**config.mk**
```make
export PLATFORM = sky130hd
export DESIGN_NAME = dmem_port
export DESIGN_NICKNAME = d
export VERILOG_FILES = /design/src/rtl/dmem_port.sv
export SDC_FILE = /design/constraint.sdc
export NUM_CORES = 2
export LEC_CHECK = 0
export CAP_MARGIN = 20
export CORE_ASPECT_RATIO = 1.25
export CORE_MARGIN = 2
export CORE_UTILIZATION = 48
export CTS_CLUSTER_SIZE = 14
export DETAILED_ROUTE_END_ITERATION = 16
export SYNTH_ARGS = -nofsm -noshare
export SYNTH_HDL_FRONTEND = slang
export SYNTH_SLANG_ARGS = --single-unit
```
**constraint.sdc**
```tcl
create_clock -name clk -period 5.9 [get_ports clk]
set_input_delay 0.59 -clock clk [delete_from_list [all_inputs] [get_ports clk]]
set_output_delay 0.59 -clock clk [all_outputs]
set_load 0.01 [all_outputs]
```
**src/rtl/dmem_port.sv**
```systemverilog
// dmem_port: memory-stage data responder for the pipelined RISC-V core.
// It holds a word-organised RAM with byte-lane stores, and a small MMIO window
// containing LED, CYCLE, STATUS and ERRADDR. Load data is combinational, so the
// M/W pipeline register captures it at the end of the memory stage.
module dmem_port #(
  parameter int DEPTH_WORDS = 64
) (
  input  logic        clk,
  input  logic        reset,
  input  logic        MemWrite_M,
  input  logic        MemRead_M,
  input  logic [2:0]  Funct3_M,
  input  logic [31:0] ALUResult_M,
  input  logic [31:0] WriteDataM,
  output logic [31:0] ReadData,
  output logic [7:0]  Leds,
  output logic        ErrSticky
);

  localparam int          ABITS     = $clog2(4 * DEPTH_WORDS);
  localparam int          IBITS     = ABITS - 2;
  localparam logic [31:0] RAM_BYTES = 32'(4 * DEPTH_WORDS);

  localparam logic [31:0] ADDR_LED     = 32'h8000_0000;
  localparam logic [31:0] ADDR_CYCLE   = 32'h8000_0004;
  localparam logic [31:0] ADDR_STATUS  = 32'h8000_0008;
  localparam logic [31:0] ADDR_ERRADDR = 32'h8000_000C;

  typedef enum logic [1:0] {SZ_B, SZ_H, SZ_W, SZ_NONE} size_e;

  logic [31:0]      r_mem [DEPTH_WORDS];
  logic [7:0]       r_leds;
  logic [31:0]      r_cycle;
  logic             r_err;
  logic [31:0]      r_erraddr;

  size_e            w_size;
  logic             w_signed;
  logic             w_misaligned;
  logic             w_load_en;
  logic             w_store_en;
  logic             w_mmio_sw;
  logic             w_in_ram;
  logic [IBITS-1:0] w_ram_idx;
  logic [31:0]      w_word_addr;
  logic [3:0]       w_be;
  logic [31:0]      w_wdata;
  logic [31:0]      w_rword;
  logic [31:0]      w_shifted;

  // Decode access size and signedness from funct3; undefined codes select nothing.
  always_comb begin
    // NOTE: every always_comb output gets a default first so no path can infer a latch.
    w_size   = SZ_NONE;
    w_signed = 1'b0;
    case (Funct3_M)
      3'b000:  begin w_size = SZ_B; w_signed = 1'b1; end
      3'b001:  begin w_size = SZ_H; w_signed = 1'b1; end
      3'b010:  w_size = SZ_W;
      3'b100:  w_size = SZ_B;
      3'b101:  w_size = SZ_H;
      default: w_size = SZ_NONE;
    endcase
  end

  assign w_misaligned = (MemRead_M | MemWrite_M) &
                        (((w_size == SZ_H) & ALUResult_M[0]) |
                         ((w_size == SZ_W) & (ALUResult_M[1:0] != 2'b00)));

  // A store is ignored when a load is also requested, and is dropped under reset.
  assign w_load_en   = MemRead_M & ~w_misaligned & (w_size != SZ_NONE);
  assign w_store_en  = MemWrite_M & ~MemRead_M & ~w_misaligned &
                       (w_size != SZ_NONE) & ~reset;
  assign w_mmio_sw   = w_store_en & (w_size == SZ_W);

  assign w_in_ram    = (ALUResult_M < RAM_BYTES);
  assign w_ram_idx   = ALUResult_M[ABITS-1:2];
  assign w_word_addr = {ALUResult_M[31:2], 2'b00};

  // Build byte enables and lane-replicated store data for the addressed size.
  always_comb begin
    w_be    = 4'b0000;
    w_wdata = WriteDataM;
    case (w_size)
      SZ_B: begin
        w_be    = 4'b0001 << ALUResult_M[1:0];
        w_wdata = {4{WriteDataM[7:0]}};
      end
      SZ_H: begin
        w_be    = ALUResult_M[1] ? 4'b1100 : 4'b0011;
        w_wdata = {2{WriteDataM[15:0]}};
      end
      SZ_W:    w_be = 4'b1111;
      default: w_be = 4'b0000;
    endcase
  end

  // RAM byte-lane write on the edge that ends M.
  always_ff @(posedge clk) begin
    // NOTE: the RAM array is deliberately left out of reset so it maps onto plain memory.
    if (w_store_en && w_in_ram) begin
      for (int b = 0; b < 4; b++) begin
        if (w_be[b]) r_mem[w_ram_idx][8*b +: 8] <= w_wdata[8*b +: 8];
      end
    end
  end

  // MMIO registers: LED, free-running CYCLE, sticky misalignment flag and its address.
  always_ff @(posedge clk) begin
    if (reset) begin
      r_leds    <= '0;
      r_cycle   <= '0;
      r_err     <= 1'b0;
      r_erraddr <= '0;
    end else begin
      // NOTE: with non-blocking assignments the last one in program order wins,
      // which gives a CYCLE store priority over the increment.
      r_cycle <= r_cycle + 32'd1;
      if (w_mmio_sw && (w_word_addr == ADDR_LED))   r_leds  <= WriteDataM[7:0];
      if (w_mmio_sw && (w_word_addr == ADDR_CYCLE)) r_cycle <= WriteDataM;
      if (w_misaligned) begin
        r_err <= 1'b1;
        if (!r_err) r_erraddr <= ALUResult_M;
      end else if (w_mmio_sw && (w_word_addr == ADDR_STATUS) && WriteDataM[0]) begin
        r_err <= 1'b0;
      end
    end
  end

  // Select the addressed word from RAM or the MMIO window; unmapped reads give 0.
  always_comb begin
    w_rword = '0;
    if (w_in_ram) begin
      w_rword = r_mem[w_ram_idx];
    end else begin
      case (w_word_addr)
        ADDR_LED:     w_rword = {24'd0, r_leds};
        ADDR_CYCLE:   w_rword = r_cycle;
        ADDR_STATUS:  w_rword = {31'd0, r_err};
        ADDR_ERRADDR: w_rword = r_erraddr;
        default:      w_rword = '0;
      endcase
    end
  end

  assign w_shifted = w_rword >> {ALUResult_M[1:0], 3'b000};

  // Extract and extend the addressed byte/half; suppressed loads return 0.
  always_comb begin
    ReadData = '0;
    if (w_load_en) begin
      case (w_size)
        SZ_B:    ReadData = {{24{w_signed & w_shifted[7]}}, w_shifted[7:0]};
        SZ_H:    ReadData = {{16{w_signed & w_shifted[15]}}, w_shifted[15:0]};
        SZ_W:    ReadData = w_rword;
        default: ReadData = '0;
      endcase
    end
  end

  assign Leds      = r_leds;
  assign ErrSticky = r_err;

endmodule

```
==> metrics.txt <==
DRT antenna net count=0; Peak VDD IR=0.320 mV; Mapped Cells=approximately 5k; num ports=112; Setup Skew=0.0173 ns; highest clock rate=about 170 MHz; port bufs=between 100 and 150; sequential share of power=0.538; Power Internal=between 0.02 and 0.025 W; Worst Setup Start Kind=primary input; final hold violation count=0; CTS Sinks=2,121; Rel. slew slack=0.116; mapped cell area=between 0.08 and 0.09 sq mm; Gates resized, CTS repair=0; Vias=approximately 53k; Die Y-Extent=between 400 and 500 um; max-cap viol count=0; Setup Fix Bufs, Post-CTS=0; global route total overflow=0; post-layout util=0.551; crit path buf inv count=4; register area share after synthesis=0.751; crit path time final=just under 6 ns; PwrDens=323 mW/mm^2; vias in the first global route=49.9k; cts bufs inserted=199; Worst-Margin Slew=roughly 1.3 ns; Vias/cell=6.71; setup repair after global routing missed its margin=no; HP Class=primary input to register; crit share post-route=0.990; setup_tns=0 ns; hold_buf cts=0; Avg WL per Cell=around 38 um; Worst Reg-to-Reg Cells=9; Die W=about 380 um; Slowest-stage cell, CP=clkdlybuf4s50_1; Starting Density=0.483; initial antenna violation count=16; max incr delay on CP=roughly 0.77 ns; CP Depth=13; dominant synthesized flop cell=edfxtp_1; CTS root buffer=clkbuf_16; first-pass GRT wire length=~400 mm; Leakage=around 30 nW; Crit. End Element=output port; Clock Power Share=0.399; layout cells sized above 1=0.191; CTS clk-pin slew, worst paths=~0.070 ns; Req. time, crit path=5.31 ns; drt first pass iters=10; status=completed; # DRC=0; CP arrival=5.25 ns; GRT Total Usage=0.335; combinational share of power=0.063; family with the most delay on the worst path=buffers and inverters; Syn Area/Cell=~17 sq um; final setup fails=0; routability cong.=0.970; NumNets Final=about 5.5k; syn nets=slightly above 5k; FP Rows=around 170; hold-critical path depth=3; DP Wirelength=~200 mm; number of synthesized register bits=between 2k and 2.5k; Post-synth EDFFs=2,048; async set-reset flop share out of synthesis=0; sw frac=0.229; Cell variety after synth=~90; Setup CP Type=primary input to output port; die area=about 0.18 sq mm; largest net degree at the start of global routing=74; Warnings, synthesis=0; crit path max fanout=16; Iter 0 DRT Violations=about 9k; critical-path cell list=clkdlybuf4s50_1, buf_4, or3b_2, nor2_1, a211oi_1, o21ai_1, nor4_2, buf_4, a2bb2oi_2, o21ai_1, a2111o_1, o21ai_0, clkdlybuf4s50_1; Layout area overhead=14.2%; Worst-Skew Late Latency=0.86 ns; Detailed Route WL=between 300 and 400 mm; core area=0.174 sq mm; sw power=0.00707 W; max-slew violations=0; CTS tree=built; CTS max path bufs=3; H-tree depth=4
worst paths after layout:
| check | startpoint | endpoint | slack, ns |
|---|---|---|---|
| setup / recovery | ALUResult_M[6] | ReadData[19] | 0.06 |
| hold / removal | WriteDataM[0] | Leds[0] | 0.26 |
| setup reg to reg | r_cycle[0] | r_cycle[29] | 2.98 |
| hold reg to reg | r_erraddr[3] | r_erraddr[3] | 0.46 |
registers in the layout (all words and copies together), names as in the netlist:
signal     cells
Leds           8
r_mem       2048
ErrSticky      1
r_cycle       32
r_erraddr     32
per-layer routing:
| metal | vias to the layer above | routed length, um | global-route usage |
|---|---|---|---|
| met1 | 27200 | 109000 | 0.443 |
| met4 | 12 | 20000 | 0.187 |
| met5 | - | 83 | 0.00301 |
| met3 | 816 | 36000 | 0.0864 |
| met2 | 3906 | 136000 | 0.507 |
| li1 | 21000 | - | - |
logic make-up (layout without fill, tap and decap cells):
family,after synthesis,in the layout,synth area share
compound gates,1094,1094,0.0904
xor+xnor,30,30,0.00313
fa+ha+maj,1,1,0.000149
buf+inv,363,862,0.0234
flops,2121,2121,0.751
mux,497,497,0.0844
other cells,0,20,0
simple gates,932,932,0.0478
synth_stat cells, drive strengths merged, types with 12 or more instances:
| cell | instances | area (sq um) |
|---|---|---|
| edfxtp | 2048 | 61500 |
| nor2 | 455 | 1720 |
| o22ai | 343 | 2150 |
| nand2 | 288 | 1090 |
| buf | 206 | 1370 |
| mux2 | 201 | 2260 |
| o221ai | 167 | 1460 |
| mux2i | 148 | 1480 |
| mux4 | 148 | 3330 |
| clkbuf | 147 | 552 |
| a21oi | 144 | 721 |
| o21ai | 124 | 621 |
| dfxtp | 73 | 1460 |
| a211oi | 66 | 500 |
| a22oi | 55 | 413 |
| nand3 | 38 | 190 |
| nor3 | 31 | 160 |
| a221oi | 27 | 243 |
| o22a | 21 | 184 |
| a2bb2oi | 18 | 170 |
| xor2 | 18 | 158 |
| a22o | 16 | 140 |
| nand4 | 16 | 100 |
| nor4 | 16 | 121 |
| nor2b | 15 | 93.8 |
| o211ai | 14 | 105 |
| o41ai | 13 | 121 |
| xnor2 | 12 | 105 |
power by group through the flow:
stage	sequential, W	clock (W)	combinational, W
5_1_grt	0.0166	0.0129	0.00199
2_1_floorplan	0.0170	0	0.000921
6_report	0.0166	0.0123	0.00196
4_1_cts	0.0166	0.0124	0.00190
3_3_place_gp	0.0169	0	0.00188
3_5_place_dp	0.0169	0	0.00190
tightest hold or removal path, stage by stage:
cell and delay (ns):
buf_2 0.22, mux2i_1 0.18, nor2_1 0.05
through the flow:
stage	power, W	instance area [sq um]	cells	setup WS [ns]	hold WS (ns)
6_report	0.0309	95700	7892	0.0615	0.259
4_1_cts	0.0309	95700	7870	0.285	0.181
3_3_place_gp	0.0188	89500	7514	0.328	0.443
2_1_floorplan	0.0179	83900	5038	1.31	0.436
3_5_place_dp	0.0188	89500	7515	0.301	0.447
5_1_grt	0.0315	95700	7877	0.0895	0.214
cells in the final DEF, fill, tap and decap left out, drive strengths merged, types with 9 or more instances in the layout:
| master | n |
|---|---|
| nand2 | 288 |
| o22a | 21 |
| o221ai | 167 |
| nand3 | 38 |
| nor2 | 455 |
| nor4 | 16 |
| o22ai | 343 |
| nand2b | 9 |
| xor2 | 18 |
| a221oi | 27 |
| o41ai | 13 |
| a22oi | 55 |
| clkdlybuf4s50 | 97 |
| o211ai | 14 |
| mux4 | 148 |
| nor2b | 15 |
| nand4 | 16 |
| inv | 16 |
| bufinv | 10 |
| buf | 400 |
| xnor2 | 12 |
| clkinv | 83 |
| nor3 | 31 |
| a2bb2oi | 18 |
| a21oi | 144 |
| a22o | 16 |
| o21ai | 124 |
| mux2i | 148 |
| a211oi | 66 |
| and2 | 11 |
| clkbuf | 250 |
| diode | 20 |
| mux2 | 201 |
| edfxtp | 2048 |
| dfxtp | 73 |
cell type report:
class | instances | area [sq um]
tap | 2335 | 2920
antenna | 20 | 50.0
timing repair buffer | 497 | 4490
fill | 13700 | 78000
multi-input combinational | 2554 | 19100
clock buffer | 250 | 5210
inverter | 10 | 45.0
sequential | 2121 | 63000
clock inverter | 105 | 901
(Power assumes the default switching activity.)
